### src/rtl/id_ex_stage.sv
// id_ex_stage
//   ID/EX pipeline register sitting behind the main opcode control decoder.
//   Captures the decoded control bundle and operands for EX, turns undefined
//   opcodes (whose decoder outputs float) into bubbles, inserts a one-cycle
//   bubble on load-use hazards, honours branch/jump flush and counts the
//   hazard/flush bubbles in a saturating counter.
//
// Ports
//   clk, rst_n          clock (rising edge), synchronous active-low reset
//   id_valid_i          ID holds a real instruction
//   id_opcode_i         instruction[6:0]
//   id_<ctrl>_i         decoder controls (branch, mem_read, memtoreg,
//                       mem_write, alu_src, reg_write, jal, jalr, alu_op)
//   id_<data>_i         pc, rs1/rs2 data, imm, rs1/rs2/rd, funct3, funct7b5
//   flush_i             branch/jump taken in EX: kill ID contents
//   ex_stall_i          downstream back-pressure: hold ID/EX
//   ex_valid_o          EX holds a real instruction
//   ex_<ctrl>_o/<data>_o registered copies of the ID inputs
//   ex_illegal_o        instruction dropped at the last load was illegal
//   stall_o             combinational: freeze PC and IF/ID this cycle
//   bubble_cnt_o        saturating count of hazard/flush bubbles
module id_ex_stage #(
  parameter int XLEN  = 32,
  parameter int CNT_W = 16
) (
  input  logic             clk,
  input  logic             rst_n,
  input  logic             id_valid_i,
  input  logic [6:0]       id_opcode_i,
  input  logic             id_branch_i,
  input  logic             id_mem_read_i,
  input  logic             id_memtoreg_i,
  input  logic             id_mem_write_i,
  input  logic             id_alu_src_i,
  input  logic             id_reg_write_i,
  input  logic             id_jal_i,
  input  logic             id_jalr_i,
  input  logic [1:0]       id_alu_op_i,
  input  logic [XLEN-1:0]  id_pc_i,
  input  logic [XLEN-1:0]  id_rs1_data_i,
  input  logic [XLEN-1:0]  id_rs2_data_i,
  input  logic [XLEN-1:0]  id_imm_i,
  input  logic [4:0]       id_rs1_i,
  input  logic [4:0]       id_rs2_i,
  input  logic [4:0]       id_rd_i,
  input  logic [2:0]       id_funct3_i,
  input  logic             id_funct7b5_i,
  input  logic             flush_i,
  input  logic             ex_stall_i,
  output logic             ex_valid_o,
  output logic             ex_branch_o,
  output logic             ex_mem_read_o,
  output logic             ex_memtoreg_o,
  output logic             ex_mem_write_o,
  output logic             ex_alu_src_o,
  output logic             ex_reg_write_o,
  output logic             ex_jal_o,
  output logic             ex_jalr_o,
  output logic [1:0]       ex_alu_op_o,
  output logic [XLEN-1:0]  ex_pc_o,
  output logic [XLEN-1:0]  ex_rs1_data_o,
  output logic [XLEN-1:0]  ex_rs2_data_o,
  output logic [XLEN-1:0]  ex_imm_o,
  output logic [4:0]       ex_rs1_o,
  output logic [4:0]       ex_rs2_o,
  output logic [4:0]       ex_rd_o,
  output logic [2:0]       ex_funct3_o,
  output logic             ex_funct7b5_o,
  output logic             ex_illegal_o,
  output logic             stall_o,
  output logic [CNT_W-1:0] bubble_cnt_o
);

  typedef struct packed {
    logic            branch;
    logic            mem_read;
    logic            memtoreg;
    logic            mem_write;
    logic            alu_src;
    logic            reg_write;
    logic            jal;
    logic            jalr;
    logic [1:0]      alu_op;
    logic [XLEN-1:0] pc;
    logic [XLEN-1:0] rs1_data;
    logic [XLEN-1:0] rs2_data;
    logic [XLEN-1:0] imm;
    logic [4:0]      rs1;
    logic [4:0]      rs2;
    logic [4:0]      rd;
    logic [2:0]      funct3;
    logic            funct7b5;
  } ex_bundle_t;

  ex_bundle_t       id_bundle;
  ex_bundle_t       ex_reg, ex_next;
  logic             valid_reg, valid_next;
  logic             illegal_reg, illegal_next;
  logic [CNT_W-1:0] cnt_reg, cnt_next;
  logic             cnt_inc;
  logic             legal, uses_rs1, uses_rs2, load_use;

  assign id_bundle = '{
    branch:   id_branch_i,   mem_read:  id_mem_read_i,  memtoreg: id_memtoreg_i,
    mem_write: id_mem_write_i, alu_src: id_alu_src_i,   reg_write: id_reg_write_i,
    jal:      id_jal_i,      jalr:      id_jalr_i,      alu_op:   id_alu_op_i,
    pc:       id_pc_i,       rs1_data:  id_rs1_data_i,  rs2_data: id_rs2_data_i,
    imm:      id_imm_i,      rs1:       id_rs1_i,       rs2:      id_rs2_i,
    rd:       id_rd_i,       funct3:    id_funct3_i,    funct7b5: id_funct7b5_i
  };

  // Operand usage is derived from the opcode, not from decoder controls,
  // so an undefined opcode with floating controls can never raise a hazard.
  always_comb begin
    legal    = 1'b1;
    uses_rs1 = 1'b0;
    uses_rs2 = 1'b0;
    case (id_opcode_i)
      7'b0110011, 7'b0100011, 7'b1100011: begin
        uses_rs1 = 1'b1;
        uses_rs2 = 1'b1;
      end
      7'b0010011, 7'b0000011, 7'b1100111: uses_rs1 = 1'b1;
      7'b1101111:                         ;
      default:                            legal = 1'b0;
    endcase
  end

  assign load_use = valid_reg & ex_reg.mem_read & (ex_reg.rd != 5'd0) & id_valid_i &
                    ((uses_rs1 & (id_rs1_i == ex_reg.rd)) |
                     (uses_rs2 & (id_rs2_i == ex_reg.rd)));

  assign stall_o = ~flush_i & (load_use | ex_stall_i);

  always_comb begin
    ex_next      = ex_reg;
    valid_next   = valid_reg;
    illegal_next = 1'b0;
    cnt_inc      = 1'b0;
    if (flush_i) begin
      ex_next    = '0;
      valid_next = 1'b0;
      cnt_inc    = 1'b1;
    end else if (ex_stall_i) begin
      // hold everything
    end else if (load_use) begin
      ex_next    = '0;
      valid_next = 1'b0;
      cnt_inc    = 1'b1;
    end else if (id_valid_i && !legal) begin
      ex_next      = '0;
      valid_next   = 1'b0;
      illegal_next = 1'b1;
    end else if (!id_valid_i) begin
      ex_next    = '0;
      valid_next = 1'b0;
    end else begin
      ex_next    = id_bundle;
      valid_next = 1'b1;
    end
    cnt_next = (cnt_inc && (cnt_reg != {CNT_W{1'b1}})) ? cnt_reg + CNT_W'(1) : cnt_reg;
  end

  always_ff @(posedge clk) begin
    if (!rst_n) begin
      ex_reg      <= '0;
      valid_reg   <= 1'b0;
      illegal_reg <= 1'b0;
      cnt_reg     <= '0;
    end else begin
      ex_reg      <= ex_next;
      valid_reg   <= valid_next;
      illegal_reg <= illegal_next;
      cnt_reg     <= cnt_next;
    end
  end

  assign ex_valid_o     = valid_reg;
  assign ex_illegal_o   = illegal_reg;
  assign bubble_cnt_o   = cnt_reg;
  assign ex_branch_o    = ex_reg.branch;
  assign ex_mem_read_o  = ex_reg.mem_read;
  assign ex_memtoreg_o  = ex_reg.memtoreg;
  assign ex_mem_write_o = ex_reg.mem_write;
  assign ex_alu_src_o   = ex_reg.alu_src;
  assign ex_reg_write_o = ex_reg.reg_write;
  assign ex_jal_o       = ex_reg.jal;
  assign ex_jalr_o      = ex_reg.jalr;
  assign ex_alu_op_o    = ex_reg.alu_op;
  assign ex_pc_o        = ex_reg.pc;
  assign ex_rs1_data_o  = ex_reg.rs1_data;
  assign ex_rs2_data_o  = ex_reg.rs2_data;
  assign ex_imm_o       = ex_reg.imm;
  assign ex_rs1_o       = ex_reg.rs1;
  assign ex_rs2_o       = ex_reg.rs2;
  assign ex_rd_o        = ex_reg.rd;
  assign ex_funct3_o    = ex_reg.funct3;
  assign ex_funct7b5_o  = ex_reg.funct7b5;

endmodule

### config.mk
export PLATFORM = sky130hd
export DESIGN_NAME = id_ex_stage
export DESIGN_NICKNAME = d
export VERILOG_FILES = /design/src/rtl/id_ex_stage.sv
export SDC_FILE = /design/constraint.sdc
export NUM_CORES = 1
export LEC_CHECK = 0
export ABC_AREA = 0
export ABC_CLOCK_PERIOD_IN_PS = 8300
export CORE_MARGIN = 2
export CORE_UTILIZATION = 40
export CTS_CLUSTER_SIZE = 8
export DETAILED_ROUTE_END_ITERATION = 12
export GPL_ROUTABILITY_DRIVEN = 0
export PLACE_DENSITY = 0.8
export SKIP_LAST_GASP = 1
export SYNTH_ARGS = -nofsm -noshare
export SYNTH_HDL_FRONTEND = slang
export SYNTH_SLANG_ARGS = --single-unit
### constraint.sdc
create_clock -name clk -period 8.3 [get_ports clk]
set_input_delay 2.49 -clock clk [delete_from_list [all_inputs] [get_ports clk]]
set_output_delay 2.49 -clock clk [all_outputs]
set_load 0.01 [all_outputs]
==> results_dict.tcl, run 1 <==
set metrics [dict create \
    track_usage_pct 25.5 \
    avgSynthCellArea_um2 9.67 \
    dpl.hpwl_mm 15.9 \
    period_share_pct 88.7 \
    tns_ns 0 \
    cts_tree "built" \
    r2r_setup_slack_ns 4.78 \
    antenna_found_initial 0 \
    internal-power_uw 1380 \
    grt_pass1_vias 6544 \
    syn-num-nets 861 \
    syn_area_um2 6680 \
    path_clk_slew_ns 0.07 \
    drc 0 \
    crit_arrival_ns 4.87 \
    ioPinCount 345 \
    rsz0062_at_grt "no" \
    crit_required_ns 5.81 \
    grt_max_degree 96 \
    status "finished, final reports clean" \
    ctsResizeCount 0 \
    dp_slack_ns 0.945 \
    seqCellArea_um2 3500 \
    yosysSeqAreaShare_pct 52.4 \
    via_per_inst 5.62 \
    slowest_delay_ns 0.57 \
    htreeDepth 4 \
    num-fill-cells 1331 \
    syn_inst 691 \
    min_period_ns 7.36 \
    worst_pin_slew_ns 0.975 \
    power_frac_seq_pct 47.4 \
    initial_core_util_pct 40.6 \
    clockBufferDepth 2 \
    crit_chain "clkdlybuf4s50_1 > xor2_1 > nor4_1 > buf_4 > and4_4 > o21ai_4 > a21oi_1 > clkdlybuf4s50_1" \
    crit_buf_inv 3 \
    setup_viol 0 \
    clockPowerShare_pct 44.8 \
    synthToLayoutAreaGrowth_pct 61.2 \
    crit_type "in -> out" \
    synth_area_leaders "dfxtp_1 (52%), a32oi_1 (21%), nor2_1 (9.0%)" \
    synthArstFlopShare_pct 0 \
    ys.flop_type "dfxtp_1" \
    clk_latency_ns 0.43 \
    postCtsSetupBuffers 0 \
    swShare_pct 22.5 \
    power.share.combinational_pct 7.8 \
    yosysTopAreaCell "dfxtp_1" \
    overflow 0 \
    worst_setup_path_end_kind "output pin" \
    grt_pass1_wl_mm 35.8 \
    die_h_um 133 \
    wl_mm 23.4 \
    yosysUniqueCellTypes 42 \
    crit_fanout 4 \
    multi_input_area_um2 2870 \
    worst_setup_path_start_kind "primary input" \
    synth_edf_count 0 \
    yosys_warnings 0 \
    p_switching_uw 401 \
    ir_drop_v 0.000140 \
    antenna_cells 0 \
    hold_viol 0 \
    cts_root_buffer "clkbuf_16" \
    cp_common_cell "clkdlybuf4s50_1" \
    skew_ns 0.0143 \
    hold_class "reg -> reg" \
    cp_slowest_cell "clkdlybuf4s50_1" \
    hold_buffers 0 \
    post-route-util_pct 65.4 \
    ys_ff_latch 175 \
    max-slew-margin-rel_pct 35.0 \
    final_nets 1159 \
    synth_top_area_share_pct 52.4 \
    drive_gt1_share_pct 5.09 \
    drt_first_pass_iters 5 \
    dieWidth_um 133 \
    numPortBuffers 344 \
    die_area_um2 17800 \
    core_um2 16500 \
    cts-buffers-inserted 17 \
    power.total_uw 1780 \
    via_count 6870 \
    max_cap_violations 0 \
    pwr_density_cell_nw_per_um2 165 \
    crit_family "buffers and inverters" \
    numClockSinks 175 \
    clock.fmax_ghz 0.136 \
    drtAntennaViolNets 0 \
    fin_ws_ns 0.937 \
    drt_iter0_markers 390 \
    row_count 47 \
    drv_slew 0 \
    p_leak_uw 0.00353 \
    wl_per_cell_um 19.1 \
]
[cell families (layout without fill, tap and decap cells)]
kind of cell               after synthesis  count (layout)  share of synthesized area (%)
muxes                                   12              12                           1.80
xor gates and xnor gates                10              10                           1.31
DFF                                    175             175                           52.4
adders and majority gates                1               1                          0.187
and+or+nand+nor                        225             225                           14.5
AOI/OAI and AO/OA                      187             187                           24.8
buffers and inverters                   81             392                           4.91
[cell usage in the layout, fill, tap and decap left out, types with 4 or more instances in the layout]
master / n
nand2_1: 18
mux2i_1: 12
inv_1: 8
nor2_1: 161
buf_4: 8
inv_6: 4
xor2_1: 6
a21oi_1: 5
nand3_1: 13
dfxtp_1: 175
a211oi_1: 9
nand2b_1: 12
clkdlybuf4s50_1: 343
a32oi_1: 157
xnor2_1: 4
nand4_1: 4
clkbuf_16: 17
[metrics by stage]
step / std cells / instance area (µm²) / hold WS (ns)
finish: 1222 / 10800 / 0.481
global route: 1222 / 10800 / 0.500
CTS: 1222 / 10800 / 0.485
detailed placement: 1190 / 10200 / 0.470
global placement: 1190 / 10200 / 0.459
floorplan: 691 / 6680 / 0.498
[power groups by stage]
stage / logic (µW) / clock network, µW / registers (µW)
floorplan: 38.7 / 0 / 864
global placement: 139 / 0 / 863
detailed placement: 139 / 0 / 863
CTS: 140 / 814 / 844
global route: 149 / 845 / 844
finish: 140 / 798 / 844
[worst reg2reg max path: cells and delay by family, from the launching register on]
family,cells,cell delay (ns)
simple gates,3,0.48
flops,1,0.44
xor+xnor,1,0.41
compound gates,2,0.38
buf+inv,3,1.73
[synth_stat cells (2+ instances only)]
cell / instances
nor2_1: 161
mux2i_1: 12
and3_1: 2
o2111ai_1: 2
nand4_1: 4
nor3_1: 3
inv_1: 8
nand3_1: 13
a32oi_1: 157
clkbuf_1: 54
a21oi_1: 5
a2111oi_4: 2
buf_2: 13
nand2_1: 19
o211ai_1: 3
xnor2_1: 4
a211oi_1: 9
a2111oi_2: 2
xor2_1: 6
dfxtp_1: 175
buf_1: 5
nand2b_1: 12
[final timing paths]
path | startpoint | endpoint | cells after the start
hold / removal | ex_jalr_o | ex_jalr_o | 2
setup / recovery | id_rs1_i[4] | stall_o | 8
hold reg to reg | ex_jalr_o | ex_jalr_o | 2
setup reg to reg | ex_rd_o[4] | ex_rs1_data_o[6] | 9
[flip-flops by register name, indices dropped and copies added, names as in the netlist, 3 cells and up]
register and count:
ex_imm_o 32, ex_pc_o 32, ex_rs1_data_o 32, ex_rs2_data_o 32, bubble_cnt_o 16, ex_rd_o 5
ex_rs1_o 5, ex_rs2_o 5, ex_funct3_o 3
[routing by layer]
layer	vias to the layer above	share of wire, %	GRT usage [%]
li1	3202	-	-
met1	3328	40	31.0
met2	291	48	41.3
met3	49	8.6	9.28
met4	0	3.3	10.2
met5	-	0	0
[area by class of cell]
| type | count | area share, % |
|---|---|---|
| repair buffers | 352 | 32.6 |
| flip-flops and latches | 175 | 32.5 |
| multi-input cells | 435 | 26.6 |
| clock buffers | 20 | 4.15 |
| well taps | 220 | 2.56 |
| clock inverters | 12 | 1.23 |
| inverters | 8 | 0.279 |
Power figures use the tool's default switching activity.
==> inputs of run 2 (changes only) <==
- TNS_END_PERCENT: default -> 20
==> results of run 2 <==
Same layout as run 1: the final DEF is identical, and so are final timing and power.
